File: src/rtl/instr_fetch_decode_pkg.sv
// ISA definitions shared by the fetch/decode front end and the execute stage:
// opcodes, instruction field positions, front-end state encoding and decode record.
package cpu_isa_pkg;

    localparam int INSTR_W = 16;

    localparam logic [2:0] OP_ADD   = 3'b000;
    localparam logic [2:0] OP_SUB   = 3'b001;
    localparam logic [2:0] OP_MUL   = 3'b010;
    localparam logic [2:0] OP_DIV   = 3'b011;
    localparam logic [2:0] OP_LOAD  = 3'b100;
    localparam logic [2:0] OP_STORE = 3'b101;

    localparam int OPC_MSB = 15;
    localparam int OPC_LSB = 13;
    localparam int RD_MSB  = 12;
    localparam int RD_LSB  = 11;
    localparam int RS1_MSB = 10;
    localparam int RS1_LSB = 9;
    localparam int RS2_MSB = 8;
    localparam int RS2_LSB = 7;
    localparam int IMM_MSB = 8;
    localparam int IMM_LSB = 0;

    typedef enum logic [2:0] {
        ST_IDLE,
        ST_FETCH,
        ST_DECODE,
        ST_ISSUE,
        ST_HALT
    } fd_state_e;

    typedef struct packed {
        logic [2:0]         opcode;
        logic [1:0]         rd;
        logic [1:0]         rs1;
        logic [1:0]         rs2;
        logic [INSTR_W-1:0] imm;
        logic               is_alu;
        logic               is_load;
        logic               is_store;
    } decoded_t;

    function automatic logic [INSTR_W-1:0] sext_imm9(input logic [8:0] v);
        return {{(INSTR_W-9){v[8]}}, v};
    endfunction

endpackage

File: src/rtl/instr_fetch_decode_decoder.sv
// Combinational instruction decoder: splits an instruction word into register
// fields and the sign-extended offset, and classifies the opcode.
module instr_decoder
    import cpu_isa_pkg::*;
(
    input  logic [INSTR_W-1:0] ir_i,
    output logic [2:0]         opcode_o,
    output logic [1:0]         rd_o,
    output logic [1:0]         rs1_o,
    output logic [1:0]         rs2_o,
    output logic [INSTR_W-1:0] imm_o,
    output logic               is_alu_o,
    output logic               is_load_o,
    output logic               is_store_o,
    output logic               illegal_o
);

    assign opcode_o = ir_i[OPC_MSB:OPC_LSB];
    assign rd_o     = ir_i[RD_MSB:RD_LSB];
    assign rs1_o    = ir_i[RS1_MSB:RS1_LSB];
    assign rs2_o    = ir_i[RS2_MSB:RS2_LSB];
    assign imm_o    = sext_imm9(ir_i[IMM_MSB:IMM_LSB]);

    always_comb begin
        // NOTE: every output gets a default before the case so no path can infer a latch.
        is_alu_o   = 1'b0;
        is_load_o  = 1'b0;
        is_store_o = 1'b0;
        illegal_o  = 1'b0;
        case (opcode_o)
            OP_ADD, OP_SUB, OP_MUL, OP_DIV: is_alu_o   = 1'b1;
            OP_LOAD:                        is_load_o  = 1'b1;
            OP_STORE:                       is_store_o = 1'b1;
            default:                        illegal_o  = 1'b1;
        endcase
    end

endmodule

File: src/rtl/instr_fetch_decode.sv
// Multi-cycle fetch/decode front end: fetches one word per instruction from the shared
// memory port, decodes it and offers it to execute over a valid/ready handshake.
module instr_fetch_decode
    import cpu_isa_pkg::*;
#(
    parameter int                ADDR_W   = 16,
    parameter logic [ADDR_W-1:0] RESET_PC = '0
) (
    input  logic               clk,
    input  logic               rst,
    input  logic               mem_busy,
    input  logic [INSTR_W-1:0] mem_rdata,
    output logic               mem_rd,
    output logic [ADDR_W-1:0]  mem_addr,
    output logic               issue_valid,
    input  logic               issue_ready,
    output logic [2:0]         opcode,
    output logic [1:0]         rd,
    output logic [1:0]         rs1,
    output logic [1:0]         rs2,
    output logic [INSTR_W-1:0] imm,
    output logic               is_alu,
    output logic               is_load,
    output logic               is_store,
    output logic [ADDR_W-1:0]  instr_pc,
    output logic               halted
);

    fd_state_e          state_q;
    logic [ADDR_W-1:0]  pc_q;
    logic [ADDR_W-1:0]  fetch_pc_q;
    logic [ADDR_W-1:0]  instr_pc_q;
    logic [INSTR_W-1:0] ir_q;
    decoded_t           dec_q;
    decoded_t           dec_d;
    logic               illegal_d;
    logic               issue_valid_q;
    logic               halted_q;
    logic               fetch_go;

    instr_decoder u_decoder (
        .ir_i       (ir_q),
        .opcode_o   (dec_d.opcode),
        .rd_o       (dec_d.rd),
        .rs1_o      (dec_d.rs1),
        .rs2_o      (dec_d.rs2),
        .imm_o      (dec_d.imm),
        .is_alu_o   (dec_d.is_alu),
        .is_load_o  (dec_d.is_load),
        .is_store_o (dec_d.is_store),
        .illegal_o  (illegal_d)
    );

    // The memory samples the request mid-cycle, so the read strobe must follow mem_busy
    // within the same cycle rather than a clock later.
    assign fetch_go = (state_q == ST_FETCH) && !mem_busy;
    assign mem_rd   = fetch_go;
    assign mem_addr = fetch_go ? pc_q : '0;

    always_ff @(posedge clk) begin
        // NOTE: non-blocking assignments so every register sees pre-edge values of the others.
        if (rst) begin
            state_q       <= ST_IDLE;
            pc_q          <= RESET_PC;
            fetch_pc_q    <= '0;
            instr_pc_q    <= '0;
            ir_q          <= '0;
            dec_q         <= '0;
            issue_valid_q <= 1'b0;
            halted_q      <= 1'b0;
        end else begin
            unique case (state_q)
                ST_IDLE: begin
                    state_q <= ST_FETCH;
                end
                ST_FETCH: begin
                    if (!mem_busy) begin
                        ir_q       <= mem_rdata;
                        fetch_pc_q <= pc_q;
                        pc_q       <= pc_q + ADDR_W'(1);
                        state_q    <= ST_DECODE;
                    end
                end
                ST_DECODE: begin
                    dec_q      <= dec_d;
                    instr_pc_q <= fetch_pc_q;
                    if (illegal_d) begin
                        halted_q <= 1'b1;
                        state_q  <= ST_HALT;
                    end else begin
                        issue_valid_q <= 1'b1;
                        state_q       <= ST_ISSUE;
                    end
                end
                ST_ISSUE: begin
                    if (issue_ready) begin
                        issue_valid_q <= 1'b0;
                        state_q       <= ST_FETCH;
                    end
                end
                ST_HALT: begin
                    state_q <= ST_HALT;
                end
                default: begin
                    state_q <= ST_IDLE;
                end
            endcase
        end
    end

    assign issue_valid = issue_valid_q;
    assign halted      = halted_q;
    assign opcode      = dec_q.opcode;
    assign rd          = dec_q.rd;
    assign rs1         = dec_q.rs1;
    assign rs2         = dec_q.rs2;
    assign imm         = dec_q.imm;
    assign is_alu      = dec_q.is_alu;
    assign is_load     = dec_q.is_load;
    assign is_store    = dec_q.is_store;
    assign instr_pc    = instr_pc_q;

endmodule
File: config.mk
export PLATFORM = sky130hd
export DESIGN_NAME = instr_fetch_decode
export DESIGN_NICKNAME = d
export VERILOG_FILES = /design/src/rtl/instr_fetch_decode_pkg.sv /design/src/rtl/instr_fetch_decode_decoder.sv /design/src/rtl/instr_fetch_decode.sv
export SDC_FILE = /design/constraint.sdc
export NUM_CORES = 1
export LEC_CHECK = 0
export ABC_AREA = 1
export BUFFER_PORTS_ARGS = -buffer_cell sky130_fd_sc_hd__buf_2
export CAP_MARGIN = 20
export CORE_MARGIN = 5
export CORE_UTILIZATION = 40
export CTS_CLUSTER_DIAMETER = 50
export DETAILED_ROUTE_END_ITERATION = 8
export PLACE_DENSITY_LB_ADDON = 0.3
export SYNTH_ARGS = -nofsm -noshare
export SYNTH_HDL_FRONTEND = slang
export SYNTH_SLANG_ARGS = --single-unit
File: constraint.sdc
create_clock -name clk -period 2.6 [get_ports clk]
set_input_delay 0.52 -clock clk [delete_from_list [all_inputs] [get_ports clk]]
set_output_delay 0.52 -clock clk [all_outputs]
set_load 0.02 [all_outputs]
## Word level (Yosys, flattened, before mapping)

Index checks and enable logic that the tools add are counted.

- Flip-flop bits (word level): 90
- Output and inout bits: 63

- $add $sub $neg: 1
- Eq/ne operators: 12
- Multiplexer cells: 11
- Bitwise logic cells: 2
- Reduce and logical (&&, ||, !) cells: 11

Operators by type and width:

| operator | number |
|---|---|
| $add 16x1->16 const B | 1 |
| $mux 16 | 1 |
| $pmux 3 s5 | 1 |
| $eq 3x2->1 const B | 4 |
| $eq 3x3->1 const B | 3 |
| $mux 3 | 3 |
| $eq 3x1->1 const B | 2 |
| $logic_not 3->1 | 2 |
| $ne 2x2->1 const B | 3 |
| $reduce_and 2->1 | 3 |
| $reduce_or 6->1 | 1 |
| $mux 1 | 5 |
| $reduce_or 4->1 | 1 |
| $reduce_and 3->1 | 1 |
| $not 1->1 | 2 |
| $pmux 1 s2 | 1 |
| $reduce_bool 2->1 | 1 |
| $logic_and 1x1->1 | 1 |
| $logic_not 1->1 | 1 |

## Longest topological paths before layout

- Depth after elaboration: 4
- Mapped depth: 9

## By module

A second synthesis with hierarchy kept.

- Cell total of the unflattened synthesis: 550
- Area, all modules: 4187.8 um^2

By module, submodules not included:

| module | instances | cells each | area an instance (um^2) | sequential area each (um^2) |
|---|---|---|---|---|
| instr_fetch_decode | 1 | 517 | 3970.1 | 1941.9 |
| instr_decoder | 1 | 33 | 217.7 | 0.0 |

## Worst setup path after synthesis

OpenSTA, ideal clock, no wires.

- Path type: input -> output
- From: input mem_busy
- To: output mem_addr[12]
- Arrival time: 1.210 ns
- Required time: 2.080 ns
- Slack: 0.870 ns
- Cell stages on the path: 4
- Cell sequence: inv_1 nand3_4 buf_6 nor2_1

- Word-level cells in the longest chain between the ends: 3

RTL lines:

| element | RTL line | text |
|---|---|---|
| start: declaration | instr_fetch_decode.sv:11 | `input logic mem_busy,` |
| $logic_not 1->1 | - |  |
| $logic_and 1x1->1 | instr_fetch_decode.sv:56 | `assign fetch_go = (state_q == ST_FETCH) && !mem_busy;` |
| $mux 16 | instr_fetch_decode.sv:58 | `assign mem_addr = fetch_go ? pc_q : '0;` |
| end: declaration | instr_fetch_decode.sv:14 | `output logic [ADDR_W-1:0] mem_addr,` |

No other way between the ends.

## Worst setup path in the final report

- From: register state_q[0]
- To: output mem_addr[2]

- Word-level cells in the longest chain between the ends: 3

RTL lines:

| element | RTL line | text |
|---|---|---|
| start: declaration | instr_fetch_decode.sv:29 | `fd_state_e state_q;` |
| start signal: assignment | instr_fetch_decode.sv:63 | `state_q <= ST_IDLE;` |
| start signal: assignment | instr_fetch_decode.sv:74 | `state_q <= ST_FETCH;` |
| start signal: assignment | instr_fetch_decode.sv:81 | `state_q <= ST_DECODE;` |
| $eq 3x1->1 | instr_fetch_decode.sv:56 |  |
| $logic_and 1x1->1 | instr_fetch_decode.sv:56 |  |
| $mux 16 | instr_fetch_decode.sv:58 |  |

No other way between the ends.

==> flow_metrics.tcl <==
set metrics [dict create \
    status "finished, final reports clean" \
    finalClockSkew_ps 14.96 \
    netlist_instances 476 \
    min_from "mem_rdata[7]" \
    cp.arrival_ps 1820 \
    antenna_found_initial 0 \
    async_flop_share_pct 0 \
    post_cts_resized 0 \
    wl_per_cell_um 12.65 \
    synth.distinct_cells 25 \
    vias_per_cell 4.857 \
    tightest_slew_ps 599.7 \
    num_vias 3196 \
    finalSetupViolations 0 \
    cts_num_sinks 88 \
    hpwlAfterDp_um 5946 \
    p_int_w 0.002022 \
    dieArea_um2 10980 \
    finalHoldViolations 0 \
    postCtsSetupRepairBufs 0 \
    ys_warn_count 0 \
    finalInstanceArea_um2 4204 \
    drc 0 \
    crit_chain "inv_2 -> nor2_2 -> nand3_4 -> buf_4 -> nor2_4 -> buf_2" \
    slew_viol_final 0 \
    hold_buffers 0 \
    cp-end-kind "output port" \
    critPathBufInv 3 \
    clk_pin_slew_worst_paths_ps 90 \
    synth_top_cells_by_count "nor2_1 (122), dfxtp_1 (88), nand2_1 (57), o21ai_0 (55), inv_1 (42)" \
    num_io_pins 83 \
    synth-edff-count 0 \
    core_um2 8721 \
    io_buffer_count 82 \
    drive_gt1_share_pct 24.73 \
    hp-class "primary input to flip-flop" \
    fmax_mhz 428.1 \
    overflow 0 \
    critical_path_class "flip-flop to output port" \
    rsz0062_at_grt "false" \
    place.gp.congestion 0.8343 \
    antenna_cells 0 \
    seq_power_share_pct 51.7 \
    netlist_area_um2 3593 \
    drt_first_pass_iters 4 \
    finalCritPeriodShare_pct 89.85 \
    synth_seq_cells 88 \
    cts_max_level 3 \
    chipHeight_um 104.8 \
    first_iter_violations 201 \
    slew_headroom_pct 59.96 \
    dieWidth_um 104.8 \
    cp-start-kind "flip-flop" \
    synth_area_leaders "dfxtp_1 (49%), nor2_1 (13%), o21ai_0 (7.7%)" \
    crit_slowest_cell "dfxtp_1" \
    synth_most_common_cell "nor2_1" \
    grt_max_degree 37 \
    swShare_pct 29.37 \
    fin_nets 566 \
    yosys.area.top_type "dfxtp_1" \
    cp_top_family "buffers and inverters" \
    syn_nets 497 \
    synth_top_area_share_pct 49.03 \
    tns_ps 0 \
    dpl-instance-area_um2 4001 \
    syn_avg_cell_area_um2 7.549 \
    fp-row-count 34 \
    grt_pass1_vias 3008 \
    switchingPower_w 0.0008410 \
    clkPwrFrac_pct 33.1 \
    synthToLayoutAreaGrowth_pct 16.99 \
    clock-root-buffer "clkbuf_8" \
    worst-path-max-fanout 20 \
    fin_crit_ps 2336 \
    cts_tree "built" \
    critPathRequiredTime_ps 2080 \
    ys.flop_type "dfxtp_1" \
    slowest_delay_ps 400 \
    start_util_pct 41.21 \
    antenna_left 0 \
    r2r_start "state_q[0]" \
    clock_latency_ps 350 \
    yosysSeqAreaShare_pct 49.03 \
    crit_path_start "state_q[0]" \
    grt_use_total_pct 15.37 \
    pwr-share-comb_pct 15.1 \
    wl_um 8324 \
    power.leakage_nw 1.879 \
    cap_violations 0 \
    cts-buffers-inserted 9 \
    clockBufferDepth 2 \
    irDropWorstVdd_mv 0.4246 \
    grt_pass1_wl_um 14140 \
    pwr_density_cell_nw_per_um2 681.1 \
]
## metrics by stage
step | setup slack (ps) | power [W] | util [%] | hold slack [ps] | cells
3_3_place_gp | 473.2 | 0.001944 | 45.88 | 438.0 | 642
6_report | 264.0 | 0.002863 | 48.21 | 420.3 | 658
4_1_cts | 226.9 | 0.002912 | 48.21 | 404.3 | 658
5_1_grt | 129.8 | 0.003016 | 48.21 | 407.0 | 658
3_5_place_dp | 448.7 | 0.001953 | 45.88 | 444.9 | 642
2_1_floorplan | 869.9 | 0.001835 | - | 444.8 | 476
## final timing paths
check                endpoint  slack (ps)  cells past startpoint
hold reg to reg        halted         450                      2
hold / removal        ir_q[7]         420                      3
setup / recovery  mem_addr[2]         260                      6
setup reg to reg     ir_q[15]         830                      7
## power groups by stage
stage                     clock network, W  logic, W  registers (W)
after global routing               0.00104  0.000483        0.00150
after floorplan                          0  0.000257        0.00158
after global placement                   0  0.000434        0.00151
after CTS                         0.000988  0.000441        0.00148
after detailed placement                 0  0.000440        0.00151
final                             0.000948  0.000433        0.00148
## registers in the layout (all words and copies together), names as in the netlist, 2 cells and up
| register | count |
|---|---|
| opcode | 3 |
| ir_q | 16 |
| fetch_pc_q | 16 |
| imm | 7 |
| pc_q | 16 |
| rd | 2 |
| rs2 | 2 |
| instr_pc | 16 |
| state_q | 3 |
| rs1 | 2 |
## cell families (layout without fill, tap and decap cells)
group / Yosys count / count (layout) / share of synthesized area (%)
AND/OR/NAND/NOR: 216 / 216 / 26.22
AO/OA/AOI/OAI: 93 / 93 / 14.07
flip-flops: 88 / 88 / 49.03
buffers and inverters: 77 / 151 / 10.10
adder cells (fa/ha/maj): 1 / 1 / 0.3481
XOR/XNOR: 1 / 1 / 0.2438
## cell usage in the layout (no fill, tap or decap)
| master | n |
|---|---|
| a21oi_1 | 25 |
| a21oi_2 | 10 |
| buf_2 | 82 |
| buf_4 | 7 |
| bufinv_16 | 1 |
| clkbuf_8 | 9 |
| clkinv_2 | 1 |
| clkinv_4 | 1 |
| clkinvlp_4 | 2 |
| dfxtp_1 | 88 |
| ha_1 | 1 |
| inv_1 | 42 |
| inv_2 | 4 |
| inv_6 | 1 |
| inv_8 | 1 |
| nand2_1 | 57 |
| nand3_1 | 9 |
| nand3_2 | 1 |
| nand3_4 | 1 |
| nand4_1 | 3 |
| nor2_1 | 122 |
| nor2_2 | 6 |
| nor2_4 | 9 |
| nor3_1 | 8 |
| o211ai_1 | 1 |
| o21ai_0 | 55 |
| o21ai_1 | 2 |
| xnor2_1 | 1 |
## worst reg2reg max path: cells and delay by family (launching register included)
family / cells / cell delay (ps)
simple gates: 2 / 380
buf+inv: 3 / 640
compound gates: 2 / 260
flops: 1 / 400
## area by class of cell
type | instances | area [um^2]
clock buffer | 9 | 123.9
clock inverter | 7 | 78.83
fill | 891 | 4517
inverter | 46 | 172.7
multi-input combinational | 311 | 1469
sequential | 88 | 1762
tap | 108 | 135.1
timing repair buffer | 89 | 462.9
## routing by layer
metal	share of wire, %	track usage (%)	routed length [um]	vias up
met3	8.3	5.610	690	10
met5	0	0	0	-
met4	1.1	4.018	88	0
li1	-	-	-	1631
met1	44	19.20	3698	1449
met2	46	25.13	3848	106
Power figures use the tool's default switching activity.
